===== src/rtl/pipe_pkg.sv =====
// Shared pipeline definitions: opcodes, ALU encodings and control-bundle layout.
package pipe_pkg;

   // Instruction opcodes
   localparam logic [4:0] OP_ADD = 5'b00001;
   localparam logic [4:0] OP_MOV = 5'b00011;
   localparam logic [4:0] OP_XOR = 5'b00101;
   localparam logic [4:0] OP_CMP = 5'b01011;
   localparam logic [4:0] OP_BEQ = 5'b01100;
   localparam logic [4:0] OP_LW  = 5'b01101;
   localparam logic [4:0] OP_SW  = 5'b01111;

   // ALUOperation encodings
   localparam logic [3:0] ALU_ADD   = 4'b0001;
   localparam logic [3:0] ALU_XOR   = 4'b0010;
   localparam logic [3:0] ALU_SUB   = 4'b0011;
   localparam logic [3:0] ALU_PASSB = 4'b1000;

   // Control bundle: {RegDst,ALUSrc,MemtoReg,RegWrite,MemRead,MemWrite,Branch,Jump,ALUOperation[3:0]}
   localparam int CTRL_W      = 12;
   localparam int CB_REGDST   = 11;
   localparam int CB_ALUSRC   = 10;
   localparam int CB_MEMTOREG = 9;
   localparam int CB_REGWRITE = 8;
   localparam int CB_MEMREAD  = 7;
   localparam int CB_MEMWRITE = 6;
   localparam int CB_BRANCH   = 5;
   localparam int CB_JUMP     = 4;
   localparam int CB_ALUOP_HI = 3;
   localparam int CB_ALUOP_LO = 0;

   // An instruction reads rt when its second ALU operand is a register, or it stores/compares rt
   function automatic logic uses_rt(input logic [CTRL_W-1:0] c);
      return !c[CB_ALUSRC] | c[CB_MEMWRITE] | c[CB_BRANCH];
   endfunction

   // BEQ/SW leave RegDst and MemtoReg undefined in the decoder; pin them low so nothing downstream sees junk
   function automatic logic [CTRL_W-1:0] sanitize_ctrl(input logic [CTRL_W-1:0] c);
      logic [CTRL_W-1:0] r;
      r = c;
      if (c[CB_BRANCH] | c[CB_MEMWRITE]) begin
         r[CB_REGDST]   = 1'b0;
         r[CB_MEMTOREG] = 1'b0;
      end
      return r;
   endfunction

endpackage


===== src/rtl/id_ex_stage_hazard_detect.sv =====
// Load-use hazard detector: a load in EX whose destination is read by the instruction in ID.
module hazard_detect
   import pipe_pkg::*;
#(
   parameter int REG_AW = 4
) (
   input  logic              ex_valid,
   input  logic              ex_memread,
   input  logic [REG_AW-1:0] ex_rt,
   input  logic              id_valid,
   input  logic [REG_AW-1:0] id_rs,
   input  logic [REG_AW-1:0] id_rt,
   input  logic              id_uses_rt,
   output logic              hazard
);

   // R0 is hardwired zero, so a load into it never creates a dependency
   always_comb begin
      hazard = 1'b0;
      if (ex_valid && ex_memread && (ex_rt != '0) && id_valid) begin
         hazard = (ex_rt == id_rs) || ((ex_rt == id_rt) && id_uses_rt);
      end
   end

endmodule


===== src/rtl/id_ex_stage.sv =====
// ID/EX pipeline register with load-use bubble insertion, branch flush, freeze and bubble counter.
module id_ex_stage
   import pipe_pkg::*;
#(
   parameter int DATA_W = 32,
   parameter int REG_AW = 4,
   parameter int PC_W   = 16,
   parameter int CNT_W  = 16
) (
   input  logic              clk,
   input  logic              rst_n,
   input  logic              freeze_i,
   input  logic              flush_i,
   input  logic              id_valid_i,
   input  logic [CTRL_W-1:0] id_ctrl_i,
   input  logic [REG_AW-1:0] id_rs_i,
   input  logic [REG_AW-1:0] id_rt_i,
   input  logic [REG_AW-1:0] id_rd_i,
   input  logic [DATA_W-1:0] id_rdata_a_i,
   input  logic [DATA_W-1:0] id_rdata_b_i,
   input  logic [DATA_W-1:0] id_imm_i,
   input  logic [PC_W-1:0]   id_pc_i,
   output logic              ex_valid_o,
   output logic [CTRL_W-1:0] ex_ctrl_o,
   output logic [REG_AW-1:0] ex_rs_o,
   output logic [REG_AW-1:0] ex_rt_o,
   output logic [REG_AW-1:0] ex_rd_o,
   output logic [DATA_W-1:0] ex_rdata_a_o,
   output logic [DATA_W-1:0] ex_rdata_b_o,
   output logic [DATA_W-1:0] ex_imm_o,
   output logic [PC_W-1:0]   ex_pc_o,
   output logic              stall_o,
   output logic [CNT_W-1:0]  bubble_cnt_o
);

   logic hazard;
   logic bubble;

   hazard_detect #(
      .REG_AW (REG_AW)
   ) u_hazard (
      .ex_valid   (ex_valid_o),
      .ex_memread (ex_ctrl_o[CB_MEMREAD]),
      .ex_rt      (ex_rt_o),
      .id_valid   (id_valid_i),
      .id_rs      (id_rs_i),
      .id_rt      (id_rt_i),
      .id_uses_rt (uses_rt(id_ctrl_i)),
      .hazard     (hazard)
   );

   // Flush wins over a hazard: the dependent instruction is squashed anyway, so no need to hold IF/ID
   assign stall_o = freeze_i | (hazard & ~flush_i);
   assign bubble  = ~freeze_i & (flush_i | hazard);

   // EX register: hold on freeze, load a bubble on flush/hazard, otherwise capture ID
   always_ff @(posedge clk or negedge rst_n) begin
      if (!rst_n) begin
         ex_valid_o   <= 1'b0;
         ex_ctrl_o    <= '0;
         ex_rs_o      <= '0;
         ex_rt_o      <= '0;
         ex_rd_o      <= '0;
         ex_rdata_a_o <= '0;
         ex_rdata_b_o <= '0;
         ex_imm_o     <= '0;
         ex_pc_o      <= '0;
      end else if (freeze_i) begin
         ex_valid_o   <= ex_valid_o;
      end else if (bubble) begin
         ex_valid_o   <= 1'b0;
         ex_ctrl_o    <= '0;
         ex_rs_o      <= '0;
         ex_rt_o      <= '0;
         ex_rd_o      <= '0;
         ex_rdata_a_o <= '0;
         ex_rdata_b_o <= '0;
         ex_imm_o     <= '0;
         ex_pc_o      <= '0;
      end else begin
         ex_valid_o   <= id_valid_i;
         ex_ctrl_o    <= id_valid_i ? sanitize_ctrl(id_ctrl_i) : '0;
         ex_rs_o      <= id_rs_i;
         ex_rt_o      <= id_rt_i;
         ex_rd_o      <= id_rd_i;
         ex_rdata_a_o <= id_rdata_a_i;
         ex_rdata_b_o <= id_rdata_b_i;
         ex_imm_o     <= id_imm_i;
         ex_pc_o      <= id_pc_i;
      end
   end

   // Bubble counter saturates at all-ones rather than wrapping
   always_ff @(posedge clk or negedge rst_n) begin
      if (!rst_n) begin
         bubble_cnt_o <= '0;
      end else if (bubble && (bubble_cnt_o != '1)) begin
         bubble_cnt_o <= bubble_cnt_o + 1'b1;
      end
   end

endmodule


===== config.mk =====
export PLATFORM = sky130hd
export DESIGN_NAME = id_ex_stage
export DESIGN_NICKNAME = d
export VERILOG_FILES = /design/src/rtl/pipe_pkg.sv /design/src/rtl/id_ex_stage_hazard_detect.sv /design/src/rtl/id_ex_stage.sv
export SDC_FILE = /design/constraint.sdc
export NUM_CORES = 1
export LEC_CHECK = 0
export ABC_CLOCK_PERIOD_IN_PS = 2250
export BUFFER_PORTS_ARGS = -buffer_cell sky130_fd_sc_hd__buf_2
export CORE_AREA = 2 2 122 124
export CTS_CLUSTER_SIZE = 10
export DETAILED_ROUTE_END_ITERATION = 10
export DIE_AREA = 0 0 124 126
export PLACE_DENSITY = 0.75
export SLEW_MARGIN = 20
export SYNTH_ARGS = -nofsm -noshare
export SYNTH_HDL_FRONTEND = slang
export SYNTH_SLANG_ARGS = --single-unit

===== constraint.sdc =====
create_clock -name clk -period 2.25 [get_ports clk]
set_input_delay 0.225 -clock clk [delete_from_list [all_inputs] [get_ports clk]]
set_output_delay 0.225 -clock clk [all_outputs]
set_load 0.02 [all_outputs]

======== Yosys cells after proc, flatten, opt, wreduce, memory -nomap -nowiden ========
Index checks and enable logic that the tools add are counted.
Widths: inputs -> output; s select.
cells by class
  bitwise gates (word level) .............. 9
  reduce and logical (&&, ||, !) cells .... 8
  multiplexer cells ....................... 13
  add/sub/neg operators ................... 1
  eq/ne operators ......................... 3
operator list
  cell                   number
  $mux 32                3
  $mux 12                2
  $add 16x1->16 const B  1
  $mux 16                1
  $ne 16x16->1 const B   1
  $mux 4                 3
  $eq 4x4->1             2
  $logic_and 1x1->1      5
  $or 1x1->1             5
  $mux 1                 4
  $reduce_bool 4->1      1
  $and 1x1->1            2
  $not 1->1              2
  $logic_not 1->1        1
  $logic_or 1x1->1       1
word-level totals
  bits in registers ....................... 153
  output and inout bits ................... 154
  word-level logic and storage cells ...... 44
  bits of input ports ..................... 141

======== Depth between registers and ports, before layout ========
Gate-level depths: netlist of the first run.
  depth in word-level cells ............... 9
  depth in mapped cells ................... 7
  mapped depth without buffers ............ 7

======== By module ========
Synthesis of the first run repeated with hierarchy kept, for this count alone.
second synthesis, totals
  cell total of the unflattened synthesis .. 398
  area total of the unflattened synthesis .. 5698.0 um^2
by module, submodules not included
  module         times used  cells each  seq. area each (um^2)  area an instance (um^2)
  id_ex_stage    1           383         3828.7                 5581.6
  hazard_detect  1           15          0.0                    116.4

======== Worst setup path before layout of the first run ========
No wires, ideal clock.
  path kind ............................... reg-to-reg
  start ................................... register ex_rt_o[1]
  end ..................................... register bubble_cnt_o[1]
  clock period less this slack ............ 2.263 ns
  data required time ...................... 2.125 ns
  stages on the path, launching flop included .. 8
  slack ................................... -0.013 ns
  setup time .............................. 0.125 ns
  arrival time ............................ 2.138 ns
  path buffers ............................ 1
  cells stage by stage .................... dfrtp_1 > or4_1 > nand4_2 > o21bai_2 > or2_2 > buf_2 > nand2_1 > mux2_2
on the way
  cells in the longest elaborated chain, start to end .. 7
  elaborated cells between the ends (all ways) .. 11
  those cells by class .................... 2 x eq/ne; 1 x mux; 2 x bitwise; 6 x reduce/logical
ends and longest elaborated chain
  what                                                   line                                                              text
  start: declaration                                     id_ex_stage.sv:26                                                 output logic [REG_AW-1:0] ex_rt_o,
  start signal: assignment                               id_ex_stage.sv:84                                                 ex_rt_o <= id_rt_i;
  $eq 4x4->1 or $reduce_bool 4->1 (tied branches)        id_ex_stage_hazard_detect.sv:21, id_ex_stage_hazard_detect.sv:20
  $logic_and 1x1->1, on equally long branches            id_ex_stage_hazard_detect.sv:21, id_ex_stage_hazard_detect.sv:20
  $logic_or 1x1->1 or $logic_and 1x1->1 (tied branches)  id_ex_stage_hazard_detect.sv:21, id_ex_stage_hazard_detect.sv:20
  $mux 1 *                                               id_ex_stage_hazard_detect.sv:20                                   if (ex_valid && ex_memread && (ex_rt != '0) && id_valid) begin
  $or 1x1->1 *                                           id_ex_stage.sv:54                                                 assign bubble = ~freeze_i & (flush_i | hazard);
  $and 1x1->1 *                                          id_ex_stage.sv:54
  $logic_and 1x1->1 *                                    id_ex_stage.sv:97                                                 end else if (bubble && (bubble_cnt_o != '1)) begin
  end signal: assignment                                 id_ex_stage.sv:98                                                 bubble_cnt_o <= bubble_cnt_o + 1'b1;
  end: declaration                                       id_ex_stage.sv:33                                                 output logic [CNT_W-1:0] bubble_cnt_o
Mark *: on every way between the ends. The rest lies on a longest branch, timed or not.
A chain may end at the register's enable or synchronous reset.

======== Worst setup path in the final report of the first run ========
  start ................................... register ex_rt_o[1]
  end ..................................... register ex_rdata_b_o[15]
on the way
  cells in the longest elaborated chain, start to end .. 7
  elaborated cells between the ends (all ways) .. 11
  those cells by class .................... 2 x eq/ne; 2 x mux; 2 x bitwise; 5 x reduce/logical
ends and longest elaborated chain
  what                                                   line                                                              text
  $eq 4x4->1 or $reduce_bool 4->1 (tied branches)        id_ex_stage_hazard_detect.sv:21, id_ex_stage_hazard_detect.sv:20
  $logic_and 1x1->1, on equally long branches            id_ex_stage_hazard_detect.sv:21, id_ex_stage_hazard_detect.sv:20
  $logic_or 1x1->1 or $logic_and 1x1->1 (tied branches)  id_ex_stage_hazard_detect.sv:21, id_ex_stage_hazard_detect.sv:20
  $mux 1 *                                               id_ex_stage_hazard_detect.sv:20
  $or 1x1->1 *                                           id_ex_stage.sv:54
  $and 1x1->1 *                                          id_ex_stage.sv:54
  $mux 32 *                                              id_ex_stage.sv:70                                                 end else if (bubble) begin
  end signal: assignment                                 id_ex_stage.sv:87                                                 ex_rdata_b_o <= id_rdata_b_i;
  end: declaration                                       id_ex_stage.sv:29                                                 output logic [DATA_W-1:0] ex_rdata_b_o,
Marked as above.

==> results of run 1 <==
[worst min-delay path by stage]
stage,start,end,slack [ns],cells past startpoint
2_1_floorplan,rst_n,bubble_cnt_o[0],-0.07,0
3_3_place_gp,rst_n,ex_imm_o[9],0.24,1
3_5_place_dp,rst_n,ex_imm_o[9],0.25,1
4_1_cts,id_pc_i[15],ex_pc_o[15],0.002,2
5_1_grt,id_pc_i[15],ex_pc_o[15],0.004,2
6_report,id_imm_i[31],ex_imm_o[31],0.02,2
[cell usage after synthesis (all sizes together), types with 2 or more instances]
library cell    n
a22o          134
a32o            2
and3            3
buf            13
clkbuf         19
dfrtp         153
nand2           6
nand3          11
nand4           3
nor2            9
nor3            4
nor4            5
o21bai          2
xnor2          13
xor2            9
[where the power goes]
| group | switching (mW) | internal, mW | leakage (nW) |
|---|---|---|---|
| Clock | 1.07 | 1.89 | 0.305 |
| Combinational | 0.708 | 0.499 | 2.12 |
| Sequential | 0.183 | 2.99 | 1.99 |
[sequential cells by signal, summed over array words and instances, names as in the netlist, 12 cells and up]
name and flops:
ex_imm_o 32, ex_rdata_b_o 32, ex_rdata_a_o 32, ex_pc_o 16, bubble_cnt_o 16, ex_ctrl_o 12
[layer usage]
metal	up-vias	part of all wire, %
li1	2128	-
met5	-	0
met4	0	2.2
met2	201	49
met3	28	8.6
met1	2307	40
[cells by family (layout without fill, tap and decap cells)]
group / count (synthesis) / after routing / share of synthesized area (%)
flip-flops: 153 / 153 / 66.6
AO/OA/AOI/OAI: 141 / 141 / 21.5
AND/OR/NAND/NOR: 50 / 50 / 5.24
buffers and inverters: 33 / 343 / 2.74
XOR/XNOR: 22 / 22 / 3.35
multiplexers: 2 / 2 / 0.370
adder cells (fa/ha/maj): 1 / 1 / 0.217
[layout by cell type, fill, tap and decap left out, drive strengths merged, types with 2 or more instances in the layout]
| master | synthesis | final |
|---|---|---|
| inv | 1 | 2 |
| and3 | 3 | 3 |
| nor4 | 5 | 5 |
| nand2 | 6 | 6 |
| nand3 | 11 | 11 |
| clkbuf | 19 | 27 |
| a32o | 2 | 2 |
| o21bai | 2 | 2 |
| a22o | 134 | 134 |
| nor2 | 9 | 9 |
| nand4 | 3 | 3 |
| dfrtp | 153 | 153 |
| xor2 | 9 | 9 |
| nor3 | 4 | 4 |
| bufinv | 0 | 3 |
| clkinv | 0 | 2 |
| buf | 13 | 308 |
| xnor2 | 13 | 13 |
[layout make-up]
| class | instances | area (sq um) |
|---|---|---|
| inverters | 1 | 3.75 |
| flip-flops and latches | 153 | 3830 |
| repair buffers | 310 | 1670 |
| well taps | 184 | 230 |
| clock buffers | 26 | 509 |
| clock inverters | 6 | 109 |
| multi-input cells | 216 | 1790 |
| fillers | 1195 | 6170 |
[what timing repair did]
action | 4_1_cts | 5_1_grt
endpoints found under the hold margin | 57 | 0
gates resized for setup | 3 | 2
pin swaps | 2 | 10
endpoints found under the setup margin | 1 | 126
buffers inserted | 2 | 2
hold buffers | 1 | 0
gates cloned | 0 | 0
==> flow_metrics.env, run 1 <==
export IMPL_status="finished, final reports clean"
export IMPL_fin_crit_sh_pct=96.8
export IMPL_dr_pass1_iters=5
export IMPL_initial_utilization_pct=40.2
export IMPL_viasPerCell=5.21
export IMPL_drc=0
export IMPL_cts_buffer_depth=2
export IMPL_critPathCapture="ex_rdata_b_o[15]"
export IMPL_ios=295
export IMPL_r2r_setup_slack_ns=0.07
export IMPL_syn_num_nets=544
export IMPL_hpwl_um=11100
export IMPL_cp_buffers_inverters=2
export IMPL_period_minus_slack_ns=2.18
export IMPL_final_area_sq_um=8140
export IMPL_cpMaxStageDelayCell="or4_4"
export IMPL_finalHoldViolations=0
export IMPL_synth_area_leaders="dfrtp_1, a22o_1, xnor2_1, xor2_1, clkbuf_1"
export IMPL_place_inst=859
export IMPL_crit_family="simple AND/OR/NAND/NOR gates"
export IMPL_worstReg2RegEnd="ex_rdata_b_o[15]"
export IMPL_cts_tree="yes"
export IMPL_max_cap_violations=0
export IMPL_grt_ovfl_total=0
export IMPL_cp_end_kind="flip-flop"
export IMPL_wl_per_cell_um=17.4
export IMPL_fin_ws_ns=0.0718
export IMPL_cts_root_buf="clkbuf_16"
export IMPL_nets=841
export IMPL_rsz0062_at_grt="true"
export IMPL_max_slew_worst_pin_slew_ns=0.775
export IMPL_vias=4664
export IMPL_die_x_um=124
export IMPL_syn_area_per_cell_sq_um=14.3
export IMPL_pre_cts_ws_ns=0.138
export IMPL_p_total_mw=7.34
export IMPL_synth_top_cell_area_share_pct=66.6
export IMPL_crit_chain="or4_4 -> nand4_4 -> nor4_4 -> buf_4 -> nor3_4 -> clkbuf_16 -> a22o_1"
export IMPL_drtIter0Drc=275
export IMPL_slew_headroom_pct=48.3
export IMPL_fmax_ghz=0.459
export IMPL_grt_usage_pct=19.9
export IMPL_dieArea_sq_um=15600
export IMPL_critPathArrivalTime_ns=2.53
export IMPL_drt_wl_total_um=15600
export IMPL_cts_buffers=17
export IMPL_netlist_area_sq_um=5750
export IMPL_synth_seq_cells=153
export IMPL_grt_use_met2_pct=33.0
export IMPL_grt_start_max_net_pins=76
export IMPL_critPathMaxFanout=75
export IMPL_met1_usage_pct=23.7
export IMPL_top_usage_layer="met2"
export IMPL_critical_path_class="flip-flop to flip-flop"
export IMPL_cts_num_sinks=153
export IMPL_hold_worst_slack_ns=0.0167
export IMPL_start_kind="flip-flop"
export IMPL_stdcell_count=896
export IMPL_p_leak_nw=4.42
export IMPL_ys_types=36
export IMPL_vdd_ir_drop_max_v=0.000463
export IMPL_synthArstFlopShare_pct=100
export IMPL_cp_slowest_stage_delay_ns=0.53
export IMPL_yosys_area_top_type="dfrtp_1"
export IMPL_critPathRequiredTime_ns=2.60
export IMPL_timing_rr_start="ex_rt_o[1]"
export IMPL_reg2reg_depth=7
export IMPL_hp_class="input port to flip-flop"
export IMPL_grt_pass1_vias=4701
export IMPL_n_antenna_cell=0
export IMPL_synth_ff_type="dfrtp_1"
export IMPL_cts_reportedPaths_clkPinSlew_ns=0.06
export IMPL_clk_latency_ns=0.42
export IMPL_yosysSeqAreaShare_pct=66.6
export IMPL_finalClockSkew_ns=0.00936
export IMPL_place_congestion=0.872
export IMPL_ys_warn_count=0
export IMPL_cellPowerDensity_nw_per_um2=902
export IMPL_io_buffers=294
export IMPL_grt_pass1_wl_um=24000
export IMPL_synth_edf_count=0
export IMPL_finalSetupTns_ns=0
export IMPL_antenna_found_initial=0
export IMPL_cp_depth=7
export IMPL_drtAntennaViolNets=0
export IMPL_postSynthCellCount=402
export IMPL_place_area_sq_um=7460
export IMPL_dieHeight_um=126
export IMPL_final_util_pct=56.9
export IMPL_use_met3_pct=6.57
export IMPL_setup_viol_count_final=0
export IMPL_core_sq_um=14300
export IMPL_startpoint="ex_rt_o[1]"
export IMPL_floorplan_rows=44
export IMPL_maxSlewViolCount=0
export IMPL_h_tree_depth=4
export IMPL_drive_gt1_share_pct=48.7
export IMPL_syn2layout_area_growth_pct=41.5
Power figures use the tool's default switching activity.
==> run 2, diff against run 1 <==
Settings changed: BUFFER_PORTS_ARGS -buffer_cell sky130_fd_sc_hd__buf_2 to unset, CORE_AREA 2 2 122 124 to 2 2 115 117, DIE_AREA 0 0 124 126 to 0 0 117 119, DONT_BUFFER_PORTS set to 1, PLACE_DENSITY 0.75 to unset, PLACE_DENSITY_LB_ADDON set to 0.1.
==> run 2 against run 1 <==
Against the previous run:
- synthesized cell count did not move
- the flow now stops in clock tree synthesis
- synthesized area unchanged
==> flow_metrics.env, run 2 <==
export IMPL_status="stopped before the end"
export IMPL_lastStage="clock tree synthesis"
export IMPL_tool_error="[ERROR RSZ-0060] Max buffer count reached."
export IMPL_synthArstFlopShare_pct=100
export IMPL_postSynthCellCount=402
export IMPL_ys_types=36
export IMPL_io_buffers=0
export IMPL_synth_ff_type="dfrtp_1"
export IMPL_cts_buffer_depth=2
export IMPL_floorplan_rows=42
export IMPL_ios=295
export IMPL_synth_area_leaders="dfrtp_1, a22o_1, xnor2_1, xor2_1, clkbuf_1"
export IMPL_ys_warn_count=0
export IMPL_synth_commonest_cells="dfrtp_1, a22o_1, clkbuf_1, xnor2_1, nand3_1"
export IMPL_cts_hold_buf=120
export IMPL_synth_edf_count=0
export IMPL_yosys_area_top_type="dfrtp_1"
export IMPL_syn_area_per_cell_sq_um=14.3
export IMPL_synth_seq_cells=153
export IMPL_place_congestion=0.772
export IMPL_yosys_cell_count_top_type="dfrtp_1"
export IMPL_post_cts_buffers=0
export IMPL_yosysSeqAreaShare_pct=66.6
export IMPL_cts_buffers=17
export IMPL_h_tree_depth=4
export IMPL_initial_utilization_pct=44.7
export IMPL_cts_root_buf="clkbuf_16"
export IMPL_die_x_um=117
export IMPL_syn_num_nets=544
export IMPL_cts_num_sinks=153
export IMPL_cts_resized=1
export IMPL_dieHeight_um=119
export IMPL_netlist_area_sq_um=5750
export IMPL_synth_top_cell_area_share_pct=66.6
export IMPL_hpwl_um=9530
-- run 2: cell counts after synthesis --
Identical to the previous run, type by type.
-- run 2: logic make-up after synthesis --
kind of cell	Yosys count	share of synthesized area (%)
AO/OA/AOI/OAI	141	21.5
AND/OR/NAND/NOR	50	5.24
adder cells (fa/ha/maj)	1	0.217
flip-flops	153	66.6
XOR/XNOR	22	3.35
buffers and inverters	33	2.74
multiplexers	2	0.370
-- run 2: metrics by stage --
stage / hold slack [ns] / util (%) / cell area, sq um / worst slack [ns] / cells
after floorplan: -0.0706 / - / 5750 / 0.00293 / 402
after global placement: -0.0679 / 46.6 / 6000 / 0.172 / 567
after detailed placement: -0.0679 / 46.6 / 6000 / 0.157 / 567
==> run 3, diff against run 2 <==
Settings changed: ABC_CLOCK_PERIOD_IN_PS 2250 to 2900, CORE_AREA 2 2 115 117 to 2 2 123 125, CTS_CLUSTER_SIZE 10 to unset, DIE_AREA 0 0 117 119 to 0 0 125 127, PLACE_DENSITY_LB_ADDON 0.1 to 0.15.
Clock period 2.25 ns to 2.9 ns, I/O delays scaled along.
==> run 3 against run 2 <==
Against the previous run:
- the flow now finishes, with violations (hold timing)
==> flow_metrics.env, run 3 (synthesis results as in run 1) <==
export IMPL_status="complete, but fails checks"
export IMPL_violations="hold timing"
export IMPL_ios=295
export IMPL_vdd_ir_drop_max_v=0.000427
export IMPL_layout_filler_cells=1184
export IMPL_p_leak_nw=3.50
export IMPL_clk_latency_ns=0.41
export IMPL_cts_num_sinks=153
export IMPL_start_kind="flip-flop"
export IMPL_slew_headroom_pct=62.1
export IMPL_wl_per_cell_um=22.3
export IMPL_syn2layout_area_growth_pct=32.7
export IMPL_place_area_sq_um=5860
export IMPL_critPathMaxFanout=5
export IMPL_vias=4014
export IMPL_grt_pass1_vias=4305
export IMPL_cts_buffer_depth=2
export IMPL_switchingPower_mw=1.41
export IMPL_io_buffers=0
export IMPL_final_area_sq_um=7630
export IMPL_hp_class="input port to async pin"
export IMPL_cts_resized=0
export IMPL_drtIter0Drc=192
export IMPL_max_slew_worst_pin_slew_ns=0.568
export IMPL_n_antenna_cell=0
export IMPL_grt_pass1_wl_um=24800
export IMPL_finalClockSkew_ns=0.00757
export IMPL_maxSlewViolCount=0
export IMPL_critical_path_class="flip-flop to output pin"
export IMPL_nets=651
export IMPL_ff_latch_area_sq_um=3830
export IMPL_rsz0062_at_grt="false"
export IMPL_cts_buffers=17
export IMPL_antenna_found_initial=0
export IMPL_pwr_share_comb_pct=7.9
export IMPL_period_minus_slack_ns=2.59
export IMPL_hpwl_um=9560
export IMPL_cts_tree="yes"
export IMPL_finalHoldViolations=153
export IMPL_pre_cts_ws_ns=0.552
export IMPL_multiInputGateArea_sq_um=1770
export IMPL_initial_utilization_pct=39.9
export IMPL_cp_end_kind="output pin"
export IMPL_cts_root_buf="clkbuf_16"
export IMPL_die_x_um=125
export IMPL_final_common_cell="dfrtp_1"
export IMPL_mostFrequentLayoutCells="dfrtp_1, a22o_1, dlygate4sd3_1"
export IMPL_pwr_share_seq_pct=51.0
export IMPL_place_congestion=0.761
export IMPL_grt_usage_pct=20.0
export IMPL_drt_wl_total_um=15700
export IMPL_h_tree_depth=4
export IMPL_finalSetupTns_ns=0
export IMPL_viasPerCell=5.69
export IMPL_fin_crit_sh_pct=89.3
export IMPL_hold_worst_slack_ns=-0.432
export IMPL_dieArea_sq_um=15900
export IMPL_setup_viol_count_final=0
export IMPL_drive_gt1_share_pct=7.68
export IMPL_largest_registers="ex_imm_o: 32 flops, ex_rdata_a_o: 32 flops, ex_rdata_b_o: 32 flops"
export IMPL_drc=0
export IMPL_grt_start_max_net_pins=154
export IMPL_floorplan_rows=44
export IMPL_cellPowerDensity_nw_per_um2=703
export IMPL_fin_ws_ns=0.309
export IMPL_cts_reportedPaths_clkPinSlew_ns=0.06
export IMPL_dr_pass1_iters=4
export IMPL_max_cap_violations=0
export IMPL_sw_frac_of_total_pct=26.3
export IMPL_fmax_ghz=0.386
export IMPL_dieHeight_um=127
export IMPL_critPathArrivalTime_ns=2.30
export IMPL_p_clk_share_pct=41.1
export IMPL_grt_ovfl_total=0
export IMPL_intPower_mw=3.96
export IMPL_core_sq_um=14400
export IMPL_drtAntennaViolNets=0
export IMPL_critPathRequiredTime_ns=2.61
run 3: worst paths after layout:
path,startpoint,end,slack (ns),cells past startpoint
min reg2reg,bubble_cnt_o[5],bubble_cnt_o[5],0.63,1
min in group clk,id_imm_i[7],ex_imm_o[7],0.02,1
max,ex_rt_o[2],stall_o,0.31,5
max in group asynchronous,rst_n,ex_pc_o[1],3.18,0
min,rst_n,ex_rdata_b_o[28],-0.43,0
max reg2reg,ex_rt_o[1],ex_imm_o[17],0.54,6
run 3: power by group through the flow:
stage               clock network, mW  registers, mW  logic, mW
floorplan                           0           2.71      0.280
global placement                    0           2.77      0.280
detailed placement                  0           2.77      0.292
CTS                              2.27           2.74      0.424
global route                     2.39           2.76      0.465
finish                           2.21           2.74      0.424
run 3: critical path: stages, from the launching register on:
cell      delay (ns)
dfrtp_1         0.58
or4_1           0.19
nand4_2         0.17
nor4_4          0.38
nor2_1          0.10
o21bai_1        0.48
run 3: area by class of cell:
class                   instances  area share [%]
clock buffers                  22            6.34
clock inverters                 9            1.51
inverters                       1          0.0492
multi-input cells             216            23.1
flip-flops and latches        153            50.1
well taps                     184            3.02
repair buffers                120            15.8
run 3: what timing repair did:
| action | CTS | global route |
|---|---|---|
| hold buffers | 116 | 1 |
| endpoints found under the hold margin | 269 | 154 |
| buffers inserted | 0 | 0 |
run 3: per-layer routing:
metal,share of wire (%),global-route usage (%),vias to the layer above
li1,-,-,1745
met1,39,23.9,2022
met2,49,31.8,216
met3,9.4,7.91,31
met4,2.6,9.41,0
met5,0,0,-
run 3: metrics by stage:
stage                     cells  util [%]  power (mW)
after floorplan             402         -        2.99
after CTS                   704      52.9        5.43
final                       705      52.9        5.37
after global routing        705      52.9        5.61
after detailed placement    557      40.7        3.06
after global placement      557      40.7        3.05
==> run 4, diff against run 3 <==
Settings changed: ABC_CLOCK_PERIOD_IN_PS 2900 to 3320.
Clock period 2.9 ns to 3.32 ns, I/O delays scaled along.
==> run 4 against run 3 <==
Against the previous run:
- the flow still finishes with violations (hold timing)
- cell count fell by 17%
- global-route usage decreased by 2.2 points
- sequential cell count is the same
- critical path depth unchanged
- critical endpoint unchanged
==> flow_metrics.env, run 4 (synthesis results as in run 1) <==
export IMPL_slew_headroom_pct=61.0
export IMPL_syn2layout_area_growth_pct=11.4
export IMPL_fin_crit_sh_pct=79.4
export IMPL_finalClockSkew_ns=0.00637
export IMPL_cts_num_sinks=153
export IMPL_place_congestion=0.757
export IMPL_wl_per_cell_um=24.3
export IMPL_grt_usage_pct=17.7
export IMPL_initial_utilization_pct=39.9
export IMPL_largest_registers="ex_imm_o: 32 flops, ex_rdata_a_o: 32 flops, ex_rdata_b_o: 32 flops"
export IMPL_viasPerCell=5.98
export IMPL_setup_viol_count_final=0
export IMPL_cp_end_kind="output pin"
export IMPL_drtIter0Drc=164
export IMPL_grt_pass1_wl_um=21700
export IMPL_cts_resized=0
export IMPL_n_antenna_cell=0
export IMPL_grt_start_max_net_pins=154
export IMPL_hp_class="input port to async pin"
export IMPL_post_cts_buffers=0
export IMPL_die_x_um=125
export IMPL_dr_pass1_iters=4
export IMPL_max_slew_worst_pin_slew_ns=0.585
export IMPL_drc=0
export IMPL_dieHeight_um=127
export IMPL_vdd_ir_drop_max_v=0.000350
export IMPL_final_util_pct=44.4
export IMPL_cts_reportedPaths_clkPinSlew_ns=0.06
export IMPL_critPathMaxFanout=5
export IMPL_nets=532
export IMPL_cts_tree="yes"
export IMPL_period_minus_slack_ns=2.64
export IMPL_finalHoldViolations=153
export IMPL_fmax_ghz=0.379
export IMPL_cts_buffers=17
export IMPL_hpwl_um=9310
export IMPL_maxSlewViolCount=0
export IMPL_dieArea_sq_um=15900
export IMPL_p_leak_nw=2.99
export IMPL_finalSetupTns_ns=0
export IMPL_rsz0062_at_grt="false"
export IMPL_cts_buffer_depth=2
export IMPL_drive_gt1_share_pct=9.20
export IMPL_drt_wl_total_um=14200
export IMPL_core_sq_um=14400
export IMPL_h_tree_depth=4
export IMPL_floorplan_rows=44
export IMPL_hold_worst_slack_ns=-0.393
export IMPL_max_cap_violations=0
export IMPL_cts_root_buf="clkbuf_16"
export IMPL_drtAntennaViolNets=0
export IMPL_ios=295
export IMPL_cellPowerDensity_nw_per_um2=700
export IMPL_critPathRequiredTime_ns=2.99
export IMPL_critPathArrivalTime_ns=2.30
export IMPL_layout_filler_cells=1286
export IMPL_grt_pass1_vias=3631
export IMPL_vias=3503
export IMPL_status="complete, but fails checks"
export IMPL_critical_path_class="flip-flop to output pin"
export IMPL_clk_latency_ns=0.42
export IMPL_violations="hold timing"
export IMPL_io_buffers=0
export IMPL_grt_ovfl_total=0
export IMPL_start_kind="flip-flop"
export IMPL_mostFrequentLayoutCells="dfrtp_1, a22o_1, clkbuf_16"
export IMPL_final_common_cell="dfrtp_1"
export IMPL_antenna_found_initial=0
-- run 4: area by class of cell --
| type | count | area, sq um | area share [%] |
|---|---|---|---|
| repair buffers | 1 | 20.0 | 0.312 |
| well taps | 184 | 230 | 3.59 |
| multi-input cells | 216 | 1770 | 27.6 |
| flip-flops and latches | 153 | 3830 | 59.7 |
| clock buffers | 19 | 433 | 6.76 |
| clock inverters | 12 | 126 | 1.97 |
| inverters | 1 | 3.75 | 0.0586 |
-- run 4: through the flow --
| stage | hold slack [ns] | setup slack, ns | instances | cell area, sq um | total power [mW] |
|---|---|---|---|---|---|
| final | -0.393 | 0.685 | 586 | 6410 | 4.48 |
| after global routing | -0.420 | 0.526 | 586 | 6410 | 4.68 |
| after CTS | -0.413 | 0.647 | 586 | 6410 | 4.54 |
| after detailed placement | 0.0409 | 0.952 | 555 | 5850 | 2.68 |
| after global placement | 0.0407 | 0.995 | 555 | 5850 | 2.67 |
| after floorplan | 0.0364 | 1.06 | 402 | 5750 | 2.61 |
-- run 4: critical path: stages (launching register included) --
cell      delay, ns
dfrtp_1        0.52
xor2_1         0.22
a211o_1        0.32
nor4_4         0.26
nor2_1         0.09
o21bai_1       0.48
-- run 4: worst paths after layout --
path / end / slack, ns / start / depth (start not counted)
hold reg to reg: bubble_cnt_o[5] / 0.64 / bubble_cnt_o[5] / 1
min in group clk: ex_rdata_b_o[19] / 0.04 / id_rdata_b_i[19] / 1
setup reg to reg: ex_rdata_b_o[0] / 0.91 / ex_rt_o[1] / 6
setup / recovery: stall_o / 0.68 / ex_rt_o[0] / 5
hold / removal: ex_rdata_a_o[14] / -0.39 / rst_n / 0
max in group asynchronous: ex_rdata_b_o[3] / 3.45 / rst_n / 0
-- run 4: per-layer routing --
| layer | up-vias | global-route usage, % | routed length [um] |
|---|---|---|---|
| met5 | - | 0 | 0 |
| met4 | 0 | 7.45 | 307 |
| met3 | 23 | 8.84 | 1660 |
| met2 | 218 | 27.6 | 6870 |
| met1 | 1751 | 21.0 | 5380 |
| li1 | 1511 | - | - |
-- run 4: power by group --
group	switching, mW	internal, mW	total (mW)
Combinational	0.100	0.149	0.249
Sequential	0.363	2.03	2.39
Clock	0.747	1.10	1.85
Total	1.21	3.27	4.48
